`config.mk`:
```
export PLATFORM = sky130hd
export DESIGN_NAME = arb_rr8
export DESIGN_NICKNAME = d
export VERILOG_FILES = /design/src/rtl/arb_rr8.sv
export SDC_FILE = /design/constraint.sdc
export NUM_CORES = 1
export LEC_CHECK = 0
export CAP_MARGIN = 20
export CORE_UTILIZATION = 47
export CTS_CLUSTER_DIAMETER = 120
export DETAILED_ROUTE_END_ITERATION = 12
export HOLD_SLACK_MARGIN = 0.05
export PLACE_DENSITY = 0.71
export SLEW_MARGIN = 10
export SYNTH_ARGS = -nofsm -noshare
export SYNTH_HDL_FRONTEND = slang
export SYNTH_SLANG_ARGS = --single-unit
```
`constraint.sdc`:
```
create_clock -name clk -period 4.02 [get_ports clk]
set_input_delay 0.402 -clock clk [delete_from_list [all_inputs] [get_ports clk]]
set_output_delay 0.402 -clock clk [all_outputs]
set_load 0.02 [all_outputs]
```
`src/rtl/arb_rr8.sv`:
```
//------------------------------------------------------------------------------
// arb_rr8 : eight-requester round-robin arbiter with one-hot grant and index.
// Optional forced release after MAX_HOLD cycles when ARB_TIMEOUT_EN is defined.
// Revision: 1.0
//------------------------------------------------------------------------------
`default_nettype none

module arb_rr8 #(
   parameter int unsigned MAX_HOLD = 15
) (
   input  logic       clk,
   input  logic       rst_n,
   input  logic [7:0] req,
   input  logic       done,
   output logic [7:0] grant,
   output logic [2:0] grant_idx,
   output logic       grant_valid,
   output logic       timeout
);

   typedef enum logic [0:0] {
      IDLE = 1'b0,
      BUSY = 1'b1
   } state_t;

   state_t     state_q, state_d;
   logic [2:0] ptr_q, ptr_d;
   logic [2:0] idx_q, idx_d;
   logic [7:0] grant_q, grant_d;
   logic       valid_q, valid_d;

   logic       w_found;
   logic [2:0] w_winner;
   logic [2:0] w_cand;
   logic       w_expire;
   logic       w_release;

   if (MAX_HOLD == 0 || MAX_HOLD > 255) begin : g_bad_max_hold
      $error("arb_rr8: MAX_HOLD must be in 1..255");
   end

   // Descending scan so the requester closest to ptr (offset 0) wins last.
   always_comb begin
      w_found  = 1'b0;
      w_winner = ptr_q;
      w_cand   = ptr_q;
      for (int i = 7; i >= 0; i--) begin
         w_cand = ptr_q + 3'(i);
         if (req[w_cand]) begin
            w_winner = w_cand;
            w_found  = 1'b1;
         end
      end
   end

   assign w_release = (state_q == BUSY) && (done || w_expire);

   always_comb begin
      state_d = state_q;
      ptr_d   = ptr_q;
      idx_d   = idx_q;
      grant_d = grant_q;
      valid_d = valid_q;
      case (state_q)
         IDLE: begin
            if (w_found) begin
               idx_d   = w_winner;
               grant_d = 8'd1 << w_winner;
               valid_d = 1'b1;
               state_d = BUSY;
            end
         end
         BUSY: begin
            if (w_release) begin
               grant_d = 8'h00;
               valid_d = 1'b0;
               ptr_d   = idx_q + 3'd1;
               state_d = IDLE;
            end
         end
         default: state_d = IDLE;
      endcase
   end

   always_ff @(posedge clk or negedge rst_n) begin
      if (!rst_n) begin
         state_q <= IDLE;
         ptr_q   <= 3'd0;
         idx_q   <= 3'd0;
         grant_q <= 8'h00;
         valid_q <= 1'b0;
      end else begin
         state_q <= state_d;
         ptr_q   <= ptr_d;
         idx_q   <= idx_d;
         grant_q <= grant_d;
         valid_q <= valid_d;
      end
   end

   assign grant       = grant_q;
   assign grant_idx   = idx_q;
   assign grant_valid = valid_q;

`ifdef ARB_TIMEOUT_EN
   localparam logic [7:0] C_HOLD_LAST = 8'(MAX_HOLD - 1);

   logic [7:0] hold_q, hold_d;
   logic       timeout_q, timeout_d;

   // hold_q counts completed BUSY cycles; it is zero during the first one.
   assign w_expire = (state_q == BUSY) && (hold_q == C_HOLD_LAST);

   always_comb begin
      hold_d    = hold_q;
      timeout_d = 1'b0;
      if (state_q == IDLE) begin
         hold_d = 8'd0;
      end else if (!w_release) begin
         hold_d = hold_q + 8'd1;
      end
      if (w_expire && !done) begin
         timeout_d = 1'b1;
      end
   end

   always_ff @(posedge clk or negedge rst_n) begin
      if (!rst_n) begin
         hold_q    <= 8'd0;
         timeout_q <= 1'b0;
      end else begin
         hold_q    <= hold_d;
         timeout_q <= timeout_d;
      end
   end

   assign timeout = timeout_q;
`else
   assign w_expire = 1'b0;
   assign timeout  = 1'b0;
`endif

endmodule

`default_nettype wire

```
==> results.md <==
- Largest net degree at the start of global routing: 19
- Synth warnings: 0
- Slew @ Worst Pin: 0.722 ns
- Row count: 21
- Synth cell types: 48
- Area grow syn2layout: 16.5%
- Critical Path AT: 3.50 ns
- Crit start category: flip-flop
- Postcts setup bufs: 0
- Post-CTS resize count: 0
- Multi-input gate area: 1180 um2
- Clock tree sinks: 16
- R2R Setup Slk: 0.70 ns
- Synth Register Bits: 16
- Io pins: 24
- Vias/cell: 6.11
- Post-Synthesis Cells: 155
- Vias in the first global route: 1,276
- Grt ovf: 0
- Hold path endpoint: grant[4]
- Worst Path Class, Setup: reg -> reg
- Final ANT Viol Nets: 0
- Area after DPL: 1900 um2
- Worst-path clk slew: 0.09 ns
- Skew-Pair Late Insertion Delay: 0.29 ns
- Initial Utilization: 0.495
- Crit Reg-Reg Endpoint: grant[2]
- Maxcap violations: 0
- # diodes: 0
- H-Tree Depth: 1
- Most frequent cells in the layout: clkdlybuf4s50_1, nand2_1, dfrtp_1
- Layout net count: 190
- Routed via count: 1,350
- Drt total wl: 3.81 mm
- TritonCTS Buffers: 3
- Final Max Slew Viols: 0
- Mapped Area: 1660 um2
- Initial DRC Count: 41
- I/O Buffers: 22
- Final clock period utilization by the worst path: 0.826
- Asr flop ratio synth: 1.00
- Fmax: 301 MHz
- Register area: 400 um2
- Post-synth top area share: 0.241
- CTS tree: yes
- Core Region: 3360 um2
- Wirelength per Cell: 17.2 um
- Largest family of logic cells by synthesized area: multiplexers
- Routability cong.: 0.940
- Fill cells: 310
- Prevailing post-synth register cell: dfrtp_1
- Post-detail-place hpwl: 2.89 mm
- Simple-Gate Fraction of Synth Area: 0.105
- DRC: 0
- Data required time of the worst path: 4.20 ns
- Post-layout min period: 3.32 ns
- Final hold violations: 0
- Status: complete, no violations
- Mux share of post-synthesis cell area: 0.350
- First-pass GRT wire length: 6.24 mm
- Worst Reg-to-Reg Cells: 9
- WHS: 0.494 ns
- Biggest area consumer among synthesized cells: dfrtp_1
- Share of cells above drive strength 1: 0.229
- Slew headroom: 0.517
- Avg Cell Area, Syn: 10.7 um2
- Initial antenna violation count: 0
- Final Skew: 0.0101 ns
- Post-synthesis adder-cell area fraction: 0.0226
- Complex-gate fraction of the synthesized area: 0.205
- Area of the die: 3780 um2
- Total GRT Usage: 0.223
- Syn_nets: 169
- Post-route cell area: 1940 um2
- Die X: 61.5 um
- RSZ-0062 raised after global routing: false
- Cts hold-fix bufs: 0
- Hold path start: grant[4]
- WHS Path Cells: 2
- Final setup fails: 0
- Post-Synth XOR/XNOR Area: 0.0263
- Ranking of synthesized cells by area: dfrtp_1, mux4_2, mux2_2
- Setup TNS Final: 0 ns
- RR Startpoint: ptr_q[0]
- Longest Clk Path Bufs: 2
- First-pass DRT Iterations: 4
- CTS Root Cell: clkbuf_4
- HP Class: reg -> reg
- Vert. Die Dim: 61.5 um
- Number of flops mapped to enable cells by yosys: 0
- CP Capture Type: flip-flop
- Crit-path max FO: 18
- Sequential share of the synthesized area: 0.241
- Most common cell after layout, fill and taps aside: clkdlybuf4s50_1
[metal layers]
| metal | GRT usage | wire length [um] |
|---|---|---|
| met1 | 0.318 | 1750 |
| met2 | 0.346 | 1850 |
| met3 | 0.0546 | 190 |
| met4 | 0.0444 | 18 |
| met5 | 0 | 0 |
[critical path, stage by stage (launching register included)]
cell and delay (ns):
dfrtp_1 0.33, buf_4 0.25, inv_1 0.19, ha_1 0.57
mux4_2 0.43, mux2i_2 0.32, o2111ai_2 0.23, o311ai_2 0.36
mux2i_1 0.24, a32o_1 0.31
[sequential cells by signal, summed over array words and instances, names as in the netlist]
register     flops
grant            8
ptr_q            3
state_q          1
grant_valid      1
grant_idx        3
[per-stage QoR]
step | cells | util | setup WS, ns
6_report | 221 | 0.577 | 0.700
5_1_grt | 221 | 0.577 | 0.495
4_1_cts | 221 | 0.577 | 0.730
3_5_place_dp | 217 | 0.566 | 0.721
3_3_place_gp | 217 | 0.566 | 0.826
2_1_floorplan | 155 | - | 1.11
[Yosys cell counts (3+ instances only)]
cell       n
inv_1      6
mux2i_1    9
nor2_1     3
mux2_2     9
ha_1       3
dfrtp_1   16
nor3_1     5
mux4_2    10
xor2_1     4
o22ai_1    3
a32o_1     4
nand2_1   17
buf_2      3
o21ai_0    6
o21ai_1    5
nand2b_1   5
a21oi_1    6
[worst max-delay path by stage]
stage                  start        to  slack (ns)  cells after the start
floorplan           ptr_q[1]  grant[0]        1.11                     11
detailed placement  ptr_q[0]  grant[2]        0.72                      9
global placement    ptr_q[0]  grant[2]        0.83                      9
finish              ptr_q[0]  grant[2]        0.70                      9
global route        ptr_q[0]  grant[2]        0.50                      9
CTS                 ptr_q[0]  grant[2]        0.73                      9
[layout make-up]
| cell class | instances | share of cell area |
|---|---|---|
| Inverter | 7 | 0.0135 |
| Sequential cell | 16 | 0.206 |
| Tap cell | 46 | 0.0297 |
| Timing Repair Buffer | 24 | 0.121 |
| Clock buffer | 4 | 0.0187 |
| Multi-Input combinational cell | 124 | 0.610 |
[cell families after synthesis]
family | after synthesis
adders and majority gates | 3
xor gates and xnor gates | 5
and+or+nand+nor | 36
muxes | 37
other | 1
AOI/OAI and AO/OA | 42
DFF | 16
buffers and inverters | 15
Power is left out: the tool's default activity adds up to more than one toggle a clock period on the data nets, which glitch-free logic cannot reach.
